### src/rtl/iob_uart16550_ctrl_pkg.sv
// Shared constants for the iob_uart16550 sequencer: UART register byte addresses,
// LSR bit positions, init values and the controller FSM encoding.
package iob_uart16550_ctrl_pkg;

  // UART register byte addresses (DLAB selects DLL/DLM over RBR/THR/IER)
  localparam logic [7:0] ADDR_RBR = 8'd0;
  localparam logic [7:0] ADDR_THR = 8'd0;
  localparam logic [7:0] ADDR_DLL = 8'd0;
  localparam logic [7:0] ADDR_IER = 8'd1;
  localparam logic [7:0] ADDR_DLM = 8'd1;
  localparam logic [7:0] ADDR_FCR = 8'd2;
  localparam logic [7:0] ADDR_LCR = 8'd3;
  localparam logic [7:0] ADDR_LSR = 8'd5;

  // LSR bit indices
  localparam int unsigned LSR_DR   = 0;
  localparam int unsigned LSR_OE   = 1;
  localparam int unsigned LSR_BI   = 4;
  localparam int unsigned LSR_THRE = 5;

  localparam logic [7:0] FCR_INIT = 8'h07;
  localparam logic [7:0] LCR_DLAB = 8'h80;

  typedef enum logic [3:0] {
    StInitLcrDlab,
    StInitDll,
    StInitDlm,
    StInitLcr,
    StInitFcr,
    StInitIer,
    StIdle,
    StLsrRd,
    StLsrWait,
    StThrWr,
    StRbrRd,
    StRbrWait
  } state_e;

endpackage

### src/rtl/iob_uart16550_ctrl_busif.sv
// Single-request iob master. A start pulse captures one request, which is held on the
// bus until accepted; writes finish on acceptance, reads finish on rvalid.
// Ports: clk_i/cke_i/arst_i; start_i, we_i, addr_i, wbyte_i (request); accept_o (request
// accepted this cycle), done_o (transaction complete), rdata_byte_o (addressed read byte);
// iob_* toward the UART slave.
module iob_uart16550_ctrl_busif #(
  parameter int unsigned ADDR_W = 5,
  parameter int unsigned DATA_W = 32
) (
  input  logic                clk_i,
  input  logic                cke_i,
  input  logic                arst_i,
  input  logic                start_i,
  input  logic                we_i,
  input  logic [ADDR_W-1:0]   addr_i,
  input  logic [7:0]          wbyte_i,
  output logic                accept_o,
  output logic                done_o,
  output logic [7:0]          rdata_byte_o,
  output logic                iob_avalid_o,
  output logic [ADDR_W-1:0]   iob_addr_o,
  output logic [DATA_W-1:0]   iob_wdata_o,
  output logic [DATA_W/8-1:0] iob_wstrb_o,
  input  logic                iob_rvalid_i,
  input  logic [DATA_W-1:0]   iob_rdata_i,
  input  logic                iob_ready_i
);

  localparam int unsigned NLanes = DATA_W / 8;
  localparam int unsigned LaneW  = $clog2(NLanes);

  logic                avalid_q, avalid_d;
  logic [ADDR_W-1:0]   addr_q, addr_d;
  logic [DATA_W-1:0]   wdata_q, wdata_d;
  logic [NLanes-1:0]   wstrb_q, wstrb_d;
  logic                we_q, we_d;
  logic                wait_q, wait_d;
  logic                rdone;

  assign accept_o = cke_i & avalid_q & iob_ready_i;
  assign rdone    = cke_i & wait_q & iob_rvalid_i;
  assign done_o   = (accept_o & we_q) | rdone;

  assign rdata_byte_o = iob_rdata_i[{addr_q[LaneW-1:0], 3'b000} +: 8];

  always_comb begin
    avalid_d = avalid_q;
    addr_d   = addr_q;
    wdata_d  = wdata_q;
    wstrb_d  = wstrb_q;
    we_d     = we_q;
    wait_d   = wait_q;
    if (cke_i) begin
      if (accept_o) begin
        avalid_d = 1'b0;
        wait_d   = ~we_q;
      end
      if (rdone) wait_d = 1'b0;
      if (start_i) begin
        avalid_d = 1'b1;
        addr_d   = addr_i;
        wdata_d  = {NLanes{wbyte_i}};
        wstrb_d  = '0;
        wstrb_d[addr_i[LaneW-1:0]] = we_i;
        we_d     = we_i;
      end
    end
  end

  always_ff @(posedge clk_i or posedge arst_i) begin
    if (arst_i) begin
      avalid_q <= 1'b0;
      addr_q   <= '0;
      wdata_q  <= '0;
      wstrb_q  <= '0;
      we_q     <= 1'b0;
      wait_q   <= 1'b0;
    end else begin
      avalid_q <= avalid_d;
      addr_q   <= addr_d;
      wdata_q  <= wdata_d;
      wstrb_q  <= wstrb_d;
      we_q     <= we_d;
      wait_q   <= wait_d;
    end
  end

  assign iob_avalid_o = avalid_q;
  assign iob_addr_o   = addr_q;
  assign iob_wdata_o  = wdata_q;
  assign iob_wstrb_o  = wstrb_q;

endmodule

### src/rtl/iob_uart16550_ctrl.sv
// Autonomous sequencer in front of one iob_uart16550. Programs divisor, LCR, FCR and
// IER, then round-robins the register port between a TX byte stream (THR bursts gated
// by LSR.THRE) and an RX byte stream (RBR reads gated by LSR.DR), collecting sticky
// LSR error bits.
// Ports: clk_i/cke_i/arst_i; cfg_use_i/div_i/lcr_i/restart_i (configuration);
// init_done_o; tx_* (byte sink, valid/ready); rx_* (byte source, valid/ready);
// err_o/err_clr_i (sticky BI,FE,PE,OE); iob_* master port toward the UART.
module iob_uart16550_ctrl
  import iob_uart16550_ctrl_pkg::*;
#(
  parameter int unsigned ADDR_W   = 5,
  parameter int unsigned DATA_W   = 32,
  parameter int unsigned TX_BURST = 16,
  parameter logic [15:0] DIV_RST  = 16'd2,
  parameter logic [7:0]  LCR_RST  = 8'h1B
) (
  input  logic                clk_i,
  input  logic                cke_i,
  input  logic                arst_i,
  input  logic                cfg_use_i,
  input  logic [15:0]         div_i,
  input  logic [7:0]          lcr_i,
  input  logic                restart_i,
  output logic                init_done_o,
  input  logic [7:0]          tx_data_i,
  input  logic                tx_valid_i,
  output logic                tx_ready_o,
  output logic [7:0]          rx_data_o,
  output logic                rx_valid_o,
  input  logic                rx_ready_i,
  output logic [3:0]          err_o,
  input  logic                err_clr_i,
  output logic                iob_avalid_o,
  output logic [ADDR_W-1:0]   iob_addr_o,
  output logic [DATA_W-1:0]   iob_wdata_o,
  output logic [DATA_W/8-1:0] iob_wstrb_o,
  input  logic                iob_rvalid_i,
  input  logic [DATA_W-1:0]   iob_rdata_i,
  input  logic                iob_ready_i
);

  localparam int unsigned BurstW = $clog2(TX_BURST + 1);

  state_e            state_q, state_d;
  logic              issued_q, issued_d;    // request for the current state already started
  logic [BurstW-1:0] burst_q, burst_d;
  logic              rr_q, rr_d;            // 1: RX has priority on a tie
  logic              serve_rx_q, serve_rx_d;
  logic [15:0]       div_q, div_d;
  logic [7:0]        lcr_q, lcr_d;
  logic              init_done_q, init_done_d;
  logic              rx_valid_q, rx_valid_d;
  logic [7:0]        rx_data_q, rx_data_d;
  logic [3:0]        err_q, err_d;
  logic              restart_q, restart_d;

  logic              req_state, req_we;
  logic [ADDR_W-1:0] req_addr;
  logic [7:0]        req_byte;
  logic              bus_start, bus_accept, bus_done;
  logic [7:0]        rbyte;
  logic [15:0]       div_sel;
  logic [7:0]        lcr_sel;
  logic [BurstW-1:0] burst_inc;
  logic              go_init, serve_rx_sel;

  assign div_sel   = cfg_use_i ? div_i : DIV_RST;
  assign lcr_sel   = cfg_use_i ? lcr_i : LCR_RST;
  assign burst_inc = burst_q + BurstW'(1);

  // Request issued by each bus state
  always_comb begin
    req_state = 1'b1;
    req_we    = 1'b1;
    req_addr  = '0;
    req_byte  = 8'h00;
    unique case (state_q)
      StInitLcrDlab: begin req_addr = ADDR_W'(ADDR_LCR); req_byte = LCR_DLAB | lcr_sel; end
      StInitDll:     begin req_addr = ADDR_W'(ADDR_DLL); req_byte = div_q[7:0];         end
      StInitDlm:     begin req_addr = ADDR_W'(ADDR_DLM); req_byte = div_q[15:8];        end
      StInitLcr:     begin req_addr = ADDR_W'(ADDR_LCR); req_byte = lcr_q & 8'h7F;      end
      StInitFcr:     begin req_addr = ADDR_W'(ADDR_FCR); req_byte = FCR_INIT;           end
      StInitIer:     begin req_addr = ADDR_W'(ADDR_IER); req_byte = 8'h00;              end
      StLsrRd:       begin req_addr = ADDR_W'(ADDR_LSR); req_we = 1'b0;                 end
      StThrWr:       begin req_addr = ADDR_W'(ADDR_THR); req_byte = tx_data_i;          end
      StRbrRd:       begin req_addr = ADDR_W'(ADDR_RBR); req_we = 1'b0;                 end
      default:       begin req_state = 1'b0; req_we = 1'b0;                             end
    endcase
  end

  // A THR write is only started while a byte is actually offered
  assign bus_start = cke_i & req_state & ~issued_q & ~((state_q == StThrWr) & ~tx_valid_i);

  iob_uart16550_ctrl_busif #(
    .ADDR_W(ADDR_W),
    .DATA_W(DATA_W)
  ) u_busif (
    .clk_i        (clk_i),
    .cke_i        (cke_i),
    .arst_i       (arst_i),
    .start_i      (bus_start),
    .we_i         (req_we),
    .addr_i       (req_addr),
    .wbyte_i      (req_byte),
    .accept_o     (bus_accept),
    .done_o       (bus_done),
    .rdata_byte_o (rbyte),
    .iob_avalid_o (iob_avalid_o),
    .iob_addr_o   (iob_addr_o),
    .iob_wdata_o  (iob_wdata_o),
    .iob_wstrb_o  (iob_wstrb_o),
    .iob_rvalid_i (iob_rvalid_i),
    .iob_rdata_i  (iob_rdata_i),
    .iob_ready_i  (iob_ready_i)
  );

  always_comb begin
    state_d      = state_q;
    issued_d     = issued_q;
    burst_d      = burst_q;
    rr_d         = rr_q;
    serve_rx_d   = serve_rx_q;
    div_d        = div_q;
    lcr_d        = lcr_q;
    init_done_d  = init_done_q;
    rx_valid_d   = rx_valid_q;
    rx_data_d    = rx_data_q;
    err_d        = err_q;
    restart_d    = restart_q;
    go_init      = 1'b0;
    serve_rx_sel = 1'b0;
    if (cke_i) begin
      issued_d = (issued_q & ~bus_accept) | bus_start;
      if (err_clr_i) err_d = '0;
      if (rx_valid_q && rx_ready_i) rx_valid_d = 1'b0;
      unique case (state_q)
        StInitLcrDlab: begin
          if (bus_start) begin
            div_d = div_sel;
            lcr_d = lcr_sel;
          end
          if (bus_done) state_d = StInitDll;
        end
        StInitDll: if (bus_done) state_d = StInitDlm;
        StInitDlm: if (bus_done) state_d = StInitLcr;
        StInitLcr: if (bus_done) state_d = StInitFcr;
        StInitFcr: if (bus_done) state_d = StInitIer;
        StInitIer: begin
          if (bus_done) begin
            state_d     = StIdle;
            init_done_d = 1'b1;
          end
        end
        StIdle: begin
          if (restart_q) begin
            go_init = 1'b1;
          end else if (tx_valid_i || !rx_valid_q) begin
            serve_rx_sel = (tx_valid_i && !rx_valid_q) ? rr_q : ~tx_valid_i;
            serve_rx_d   = serve_rx_sel;
            rr_d         = ~serve_rx_sel;
            state_d      = StLsrRd;
          end
        end
        StLsrRd: if (bus_accept) state_d = StLsrWait;
        StLsrWait: begin
          if (bus_done) begin
            // OR after the clear above so a coincident new error survives err_clr_i
            err_d = err_d | rbyte[LSR_BI:LSR_OE];
            if (restart_q) begin
              go_init = 1'b1;
            end else if (!serve_rx_q && rbyte[LSR_THRE]) begin
              state_d = StThrWr;
              burst_d = '0;
            end else if (serve_rx_q && rbyte[LSR_DR]) begin
              state_d = StRbrRd;
            end else begin
              state_d = StIdle;
            end
          end
        end
        StThrWr: begin
          if (!issued_q && !tx_valid_i) begin
            if (restart_q) go_init = 1'b1;
            else           state_d = StIdle;
          end else if (bus_done) begin
            burst_d = burst_inc;
            if (restart_q)                          go_init = 1'b1;
            else if (burst_inc >= BurstW'(TX_BURST)) state_d = StIdle;
          end
        end
        StRbrRd: if (bus_accept) state_d = StRbrWait;
        StRbrWait: begin
          if (bus_done) begin
            rx_data_d  = rbyte;
            rx_valid_d = 1'b1;
            if (restart_q) go_init = 1'b1;
            else           state_d = StIdle;
          end
        end
        default: state_d = StIdle;
      endcase
      if (go_init) begin
        state_d     = StInitLcrDlab;
        init_done_d = 1'b0;
      end
      restart_d = restart_i | (restart_q & ~go_init);
    end
  end

  always_ff @(posedge clk_i or posedge arst_i) begin
    if (arst_i) begin
      state_q     <= StInitLcrDlab;
      issued_q    <= 1'b0;
      burst_q     <= '0;
      rr_q        <= 1'b0;
      serve_rx_q  <= 1'b0;
      div_q       <= '0;
      lcr_q       <= '0;
      init_done_q <= 1'b0;
      rx_valid_q  <= 1'b0;
      rx_data_q   <= '0;
      err_q       <= '0;
      restart_q   <= 1'b0;
    end else begin
      state_q     <= state_d;
      issued_q    <= issued_d;
      burst_q     <= burst_d;
      rr_q        <= rr_d;
      serve_rx_q  <= serve_rx_d;
      div_q       <= div_d;
      lcr_q       <= lcr_d;
      init_done_q <= init_done_d;
      rx_valid_q  <= rx_valid_d;
      rx_data_q   <= rx_data_d;
      err_q       <= err_d;
      restart_q   <= restart_d;
    end
  end

  // Pulses exactly in the cycle the THR write is accepted
  assign tx_ready_o  = (state_q == StThrWr) & bus_accept;
  assign init_done_o = init_done_q;
  assign rx_valid_o  = rx_valid_q;
  assign rx_data_o   = rx_data_q;
  assign err_o       = err_q;

endmodule
### config.mk
export PLATFORM = sky130hd
export DESIGN_NAME = iob_uart16550_ctrl
export DESIGN_NICKNAME = d
export VERILOG_FILES = /design/src/rtl/iob_uart16550_ctrl_pkg.sv /design/src/rtl/iob_uart16550_ctrl_busif.sv /design/src/rtl/iob_uart16550_ctrl.sv
export SDC_FILE = /design/constraint.sdc
export NUM_CORES = 1
export LEC_CHECK = 0
export CORE_MARGIN = 5
export CORE_UTILIZATION = 50
export CTS_CLUSTER_SIZE = 40
export DETAILED_ROUTE_END_ITERATION = 16
export PLACE_DENSITY = 0.86
export SETUP_SLACK_MARGIN = 0.02
export SYNTH_ARGS = -nofsm -noshare
export SYNTH_HDL_FRONTEND = slang
export SYNTH_SLANG_ARGS = --single-unit
### constraint.sdc
create_clock -name clk_i -period 4.61 [get_ports clk_i]
set_input_delay 0.6915 -clock clk_i [delete_from_list [all_inputs] [get_ports clk_i]]
set_output_delay 0.6915 -clock clk_i [all_outputs]
set_load 0.005 [all_outputs]
# == After elaboration in Yosys (flattened, before gate mapping) ==
# Cells that the tools add are included.
# word_totals
register_bits,94
wordCells,167
# classes
n_addsub,1
n_mux,56
bitwise_logic,25
n_reduce_logical,31
n_eq_ne,32
n_shift,1
order_cmp,3
# op_table
operator,count
$mux 4,25
$pmux 4 s12,1
$pmux 8 s6,1
$ne 3x3->1 const B,13
$shiftx 32x6->8,1
$mux 5,5
$mux 1,18
$reduce_and 17->1,1
$eq 4x3->1 const B,4
$eq 4x4->1 const B,4
$mux 16,1
$and 1x1->1,12
$ne 4x4->1 const B,3
$pmux 3 s4,1
$ne 2x2->1 const B,5
$pmux 5 s2,1
$reduce_bool 2->1,5
$reduce_and 3->1,3
$reduce_or 9->1,1
$eq 4x2->1 const B,2
$not 1->1,8
$mux 7,1
$reduce_and 7->1,1
$reduce_or 7->1,1
other kinds (17),31

# == Depth between registers and ports, before layout ==
# Gate-level depths: netlist (run 1).
# logic_depth
word_depth,11
depth_mapped,7
ltp_nobuf,6

# == Cells and area by module ==
# From an unflattened synthesis (run 1), not the netlist that was laid out.
# hier_totals
hier_cells,406
area_unflattened_um2,4071.4
# modules_own_cells
mod,cells_per_inst,area_per_inst_um2,instances
iob_uart16550_ctrl,320,2855.2,1
iob_uart16550_ctrl_busif,86,1216.2,1

# == Worst setup path after synthesis (run 1) ==
# No wires, ideal clock.
# synth_timing
kind,in2out
from,input port cke_i
to,output port tx_ready_o
cell_stages,4
t_arrival_ns,1.383
t_required_ns,3.919
path_slack_ns,2.535
path_buffers,2
path_cell_list,clkbuf_2 -> buf_1 -> nand3_1 -> nor2_1
# synth_via
elab_chain_len,3
# synth_lines
item,line_no,rtl
start: declaration,iob_uart16550_ctrl.sv:18,"input logic cke_i,"
$and 1x1->1 (2 in a row),iob_uart16550_ctrl_busif.sv:40,assign accept_o = cke_i & avalid_q & iob_ready_i;
$and 1x1->1,iob_uart16550_ctrl.sv:241,assign tx_ready_o = (state_q == StThrWr) & bus_accept;
end: declaration,iob_uart16550_ctrl.sv:27,"output logic tx_ready_o,"
# No other way between the ends.

# == Worst setup path in the final report (run 1) ==
# layout_timing
from,register state_q[1]
to,output port tx_ready_o
# layout_via
elab_chain_len,2
# layout_lines
item,line_no,rtl
start: declaration,iob_uart16550_ctrl.sv:44,"state_e state_q, state_d;"
start signal: assignment,iob_uart16550_ctrl.sv:212,state_q <= StInitLcrDlab;
start signal: assignment,iob_uart16550_ctrl.sv:225,state_q <= state_d;
$eq 4x4->1,iob_uart16550_ctrl.sv:241,
$and 1x1->1,iob_uart16550_ctrl.sv:241,
# No other way between the ends.

==> results of run 1 <==
[flip-flops by register name, indices dropped and copies added (netlist names), 3 cells and up]
register and count:
u_busif.iob_wdata_o 8, lcr_q 7, u_busif.iob_addr_o 3, div_q 16, rx_data_o 8, burst_q 5, u_busif.iob_wstrb_o 4, state_q 4
err_o 4
[worst min-delay path, cell delays in order, from the launching register on]
cell     delay [ns]
dfrtp_1        0.35
nand2_1        0.05
o21ai_0        0.06
[final cells by class]
type / count / area [um2]
inverter: 8 / 30.03
timing repair buffer: 130 / 1294
multi-input combinational: 280 / 1898
sequential: 68 / 1702
fill: 567 / 2366
tap: 102 / 127.6
clock inverter: 7 / 146.4
clock buffer: 9 / 123.9
[cell families (layout without fill, tap and decap cells)]
group                    count (synthesis)  after routing
buffers and inverters                   60            154
adder cells (fa/ha/maj)                  1              1
other                                    1              2
XOR/XNOR                                 2              2
flip-flops                              68             68
AO/OA/AOI/OAI                          108            108
multiplexers                            32             32
AND/OR/NAND/NOR                        135            135
[where the power goes]
part	switching (W)	internal [W]	total, W	leakage, nW
Sequential	0.000247	0.000769	0.00102	0.881
Combinational	0.000522	0.000617	0.00114	1.22
Clock	0.000236	0.000417	0.000653	0.134
[metrics by stage]
step	instances	hold slack (ns)	setup slack, ns
5_1_grt	604	0.5003	1.197
4_1_cts	604	0.4839	1.340
6_report	604	0.4829	1.345
3_3_place_gp	588	0.4521	1.283
3_5_place_dp	588	0.4745	1.239
2_1_floorplan	408	0.4413	2.207
[final timing paths]
| check | start | end | slack (ns) | cells past startpoint |
|---|---|---|---|---|
| hold / removal | div_q[15] | div_q[15] | 0.48 | 2 |
| setup / recovery | state_q[1] | tx_ready_o | 1.35 | 4 |
| min in group asynchronous | arst_i | rx_data_o[0] | 0.73 | 2 |
| max in group asynchronous | arst_i | burst_q[1] | 2.95 | 3 |
| setup reg to reg | state_q[1] | lcr_q[1] | 1.59 | 5 |
| hold reg to reg | div_q[15] | div_q[15] | 0.48 | 2 |
[layer usage]
layer / vias to the layer above / GRT usage [%] / wire length (um)
met3: 26 / 5.945 / 747
met4: 0 / 7.668 / 242
met2: 149 / 33.73 / 4966
met1: 1587 / 26.47 / 4011
li1: 1604 / - / -
met5: - / 0 / 0
[placed cells by master (no fill, tap or decap), types with 2 or more instances in the layout]
master and count:
a2111oi_0 2, a21oi_1 16, a221oi_1 3, a22o_1 11
a22oi_1 2, a31oi_1 5, and3b_1 2, buf_4 3
bufinv_16 4, clkbuf_8 9, clkdlybuf4s50_1 127, clkinv_4 2
conb_1 2, dfrtp_1 68, inv_1 5, inv_2 3
mux2_2 4, mux2_4 9, mux2i_1 11, mux4_1 7
nand2_1 81, nand2b_1 9, nand3_1 6, nor2_1 16
nor2b_1 6, nor3_1 3, o211ai_1 2, o21ai_0 44
o221ai_1 2, o2bb2ai_1 4, o31ai_1 3, xor2_1 2
==> out/results.ini, run 1 <==
[status]
status=finished clean

[clocking]
cts_max_path_buffers=2
post-cts-setup-buffer-count=0
htreeDepth=3
root_buffer=clkbuf_8
clock_latency_ns=0.35
cts_hold_buf=0
clk_pin_slew_worst_paths_ns=0.08
ctsResizeCount=0
cts_sinks=68
cts_tree=yes
cts_buffers=9

[floorplanning]
dieArea_um2=9750
start_util_pct=51.22
die_y_um=98.74
num_rows=32
ioPinCount=131
core_area_um2=7687
die-width_um=98.74

[global_route]
grt_max_degree=40
gr-total-overflow=0
grt_pass1_wl_um=16440
grt_pass1_vias=3394
grt_usage_pct=20.78
antenna_found_initial=0

[setup_path]
cp_slowest_cell=dfrtp_1
endpoint_kind=primary output
crit_path_cell_trace=nor2b_1 -> nand2_1 -> nor2_1 -> clkdlybuf4s50_1
critical_path_class=reg -> out
path_max_fanout=33
path_buf_inv=1
crit_arrival_ns=2.57
slowest_delay_ns=0.77
cp_top_family=simple AND/OR/NAND/NOR gates
critPathRequiredTime_ns=3.92
start_kind=flop

[timing]
fin_crit_ns=3.265
rsz0062_at_grt=false
drv_slew=0
worst_pin_slew_ns=1.058
maxSlewHeadroom_pct=29.49
setup_viol=0
report.final.hold_viol_count=0
setup-tns-final_ns=0
max_freq_mhz=306.3
skew_ns=0.01022
period_share_pct=70.82

[logic_synthesis]
synthXorXnorAreaFrac_pct=0.4449
async_flop_share_pct=100.0
ys.flop_type=dfrtp_1
avgSynthCellArea_um2=9.675
yosysMostFrequentCell=nand2_1
syn_area_um2=3938
yosysTopAreaCell=dfrtp_1
yosysTopAreaCellShare_pct=43.22
yosys_warnings=0
synth_common_cells=81 x nand2_1, 68 x dfrtp_1, 44 x o21ai_0
synth_top_family_by_area=compound AO/OA/AOI/OAI gates
synth.area.top_cells=dfrtp_1 43%, nand2_1 7.7%, o21ai_0 5.6%, buf_4 5.3%, mux4_1 4.7%
ys_types=61
synth_compound_area_share_pct=18.68
synth_seq_cells=68
synth_seq_area_share_pct=43.22
synth_fa_ha_area_share_pct=0.3178
yosys-mux-area-fraction_pct=12.62
netlist_instances=407
synth-edff-count=0
yosys.area_share.simple_pct=15.79

[pwr]
p_per_area_nw_per_um2=527.5
irDropWorstVdd_mv=0.3019
p_leak_nw=2.235
p_total_w=0.002807

[placement]
place.gp.congestion=0.9197
placed_area_um2=5051
portBuffers=127
hpwl_um=7372

[detailed_routing]
ant_nets=0
drc=0
vias=3366
drt_iter0_drc=407
avgRoutedWirePerCell_um=16.50
wl_um=9967
first_pass_iters=5
viasPerCell=5.573

[finish]
diodes=0
final_util_pct=69.22
synthToLayoutAreaGrowth_pct=35.14
drive_gt1_share_pct=9.163
post-route-cell-area_um2=5321
final_nets=572

[run]
maxCapViolCount=0

[worst_hold_path]
hold_path_class=reg -> reg

Note: power is estimated with default switching activity, not from simulation.
==> run 2, diff against run 1 <==
Settings changed: CORE_UTILIZATION 50 to 46, PLACE_DENSITY 0.86 to 0.8.
Clock period 4.61 ns to 3.4 ns, I/O delays scaled along.
==> run 2 against run 1 <==
Compared with the run above:
- global-route usage decreased by 1.8 points
- sequential power increased by 31%
- setup slack got worse by 0.88 ns
- final cell count increased by 0.99%
- via count increased by 0.33%
- core utilization decreased by 5.5 points
- register-to-register slack got worse by 0.76 ns
- largest cell class unchanged
- count of clock-buffer cells in the layout increased by 2
- highest routed layer unchanged
==> out/results.ini, run 2 (synthesis results as in run 1) <==
[placement]
pre_cts_slack_ns=0.4885  ; -0.7502 ns
hpwl_um=7400  ; +0.37%
portBuffers=127  ; unchanged
placed_area_um2=5081  ; +0.59%
place.gp.congestion=0.9459  ; +2.8%

[detailed_routing]
viasPerCell=5.536  ; -0.66%
avgRoutedWirePerCell_um=15.92  ; -3.5%
wl_um=9714  ; -2.5%
drc=0  ; unchanged
drt_iter0_drc=299  ; -27%
vias=3377  ; +0.33%
first_pass_iters=4  ; -1
ant_nets=0  ; unchanged

[setup_path]
start_kind=flop
cp_top_family=simple AND/OR/NAND/NOR gates
slowest_delay_ns=0.73  ; -0.04 ns
crit_path_cell_trace=nor2b_1 -> nand2_1 -> nor2_1 -> clkdlybuf4s50_1
critPathRequiredTime_ns=2.89  ; -1.03 ns
path_buf_inv=1  ; unchanged
endpoint_kind=primary output
cp_slowest_cell=dfrtp_1
critical_path_class=reg -> out
r2r_start=state_q[1]
path_max_fanout=20  ; -39%
crit_arrival_ns=2.42  ; -0.15 ns
cp-startpoint=state_q[0]

[finish]
final_cell_mix=127 x clkdlybuf4s50_1, 81 x nand2_1, 68 x dfrtp_1, 44 x o21ai_0
largest_reg_flops=16  ; unchanged
final_nets=575  ; +0.52%
diodes=0  ; unchanged
layout_commonest_cell=clkdlybuf4s50_1
drive_gt1_share_pct=9.901  ; +0.74 points
regMostFlops=div_q
synthToLayoutAreaGrowth_pct=34.38
final_util_pct=63.76  ; -5.5 points
post-route-cell-area_um2=5291  ; -0.56%

[floorplanning]
start_util_pct=47.44  ; -3.8 points
die_y_um=102.5  ; +3.8%
dieArea_um2=10510  ; +7.8%
num_rows=33  ; +3.1%
die-width_um=102.5  ; +3.8%
ioPinCount=131  ; unchanged
core_area_um2=8299  ; +8.0%

[global_route]
grt_usage_pct=18.95  ; -1.8 points
grt_pass1_wl_um=15610  ; -5.0%
use_met2_pct=29.89  ; -3.8 points
gr-max-usage-layer=met2
gr-total-overflow=0  ; unchanged
grt_pass1_vias=3231  ; -4.8%
grt_use_met3_pct=3.857  ; -2.1 points
antenna_found_initial=0  ; unchanged
met1_usage_pct=25.02  ; -1.4 points
grt_max_degree=31  ; -23%

[clocking]
cts_hold_buf=0  ; unchanged
root_buffer=clkbuf_8
cts_buffers=9  ; unchanged
cts_sinks=68  ; unchanged
clock_latency_ns=0.35  ; about the same
ctsResizeCount=0  ; unchanged
htreeDepth=3  ; unchanged
cts_tree=yes
cts_max_path_buffers=2  ; unchanged
clk_pin_slew_worst_paths_ns=0.07  ; about the same
post-cts-setup-buffer-count=0  ; unchanged

[worst_hold_path]
hold_path_class=reg -> reg
hp-start=rr_q

[timing]
fin_crit_ns=2.933
setup-tns-final_ns=0  ; unchanged
max_freq_mhz=341.0
skew_ns=0.01215  ; +0.001932 ns
whs_ns=0.4743  ; -0.008596 ns
period_share_pct=86.26
finalWorstSetupSlack_ns=0.4671  ; -0.8780 ns
report.final.hold_viol_count=0  ; unchanged
worst_pin_slew_ns=0.9947  ; -0.06289 ns
maxSlewHeadroom_pct=33.68  ; +4.2 points
rsz0062_at_grt=false
drv_slew=0  ; unchanged
setup_viol=0  ; unchanged

[pwr]
switching_power_w=0.001341  ; +34%
switching_share_pct=37.17  ; +1.4 points
power_frac_clock_pct=19.3  ; -4.0 points
combinationalPowerShare_pct=43.4  ; +2.8 points
p_leak_nw=2.220  ; -0.70%
irDropWorstVdd_mv=0.3367  ; +12%
p_seq_share_pct=37.3  ; +1.1 points
p_per_area_nw_per_um2=681.6  ; +29%
internal-power_w=0.002266  ; +26%

[status]
status=finished clean

[run]
maxCapViolCount=0  ; unchanged

run 2: per-stage QoR:
stage	power, W	instances
5_1_grt	0.003872	610
3_5_place_dp	0.002920	594
6_report	0.003607	610
2_1_floorplan	0.002363	408
4_1_cts	0.003620	610
3_3_place_gp	0.002875	594
run 2: worst paths after layout:
check	to	slack, ns	cells past startpoint
worst max-delay path	tx_ready_o	0.47	4
worst min-delay path	rr_q	0.47	1
worst max register to register	u_busif.iob_wdata_o[27]	0.83	6
worst min register to register	rr_q	0.47	1
max in group asynchronous	burst_q[1]	2.14	3
min in group asynchronous	div_q[9]	0.54	2
run 2: cell type report:
type | count | area (um2)
multi-input cells | 280 | 1902
well taps | 105 | 131.4
fillers | 686 | 3008
inverters | 8 | 30.03
flip-flops and latches | 68 | 1702
repair buffers | 133 | 1316
clock buffers | 11 | 151.4
clock inverters | 5 | 58.81
run 2: layer usage:
| metal | vias up | wire length, um | share of wire, % |
|---|---|---|---|
| li1 | 1620 | - | - |
| met1 | 1602 | 4071 | 42 |
| met4 | 0 | 276 | 2.8 |
| met3 | 25 | 725 | 7.5 |
| met2 | 130 | 4641 | 48 |
| met5 | - | 0 | 0 |
run 2: power by group through the flow:
stage / clock network, W / logic [W] / registers, W
2_1_floorplan: 0 / 0.00117 / 0.00119
3_3_place_gp: 0 / 0.00153 / 0.00134
3_5_place_dp: 0 / 0.00156 / 0.00136
4_1_cts: 0.000701 / 0.00157 / 0.00134
5_1_grt: 0.000744 / 0.00174 / 0.00139
6_report: 0.000696 / 0.00157 / 0.00134
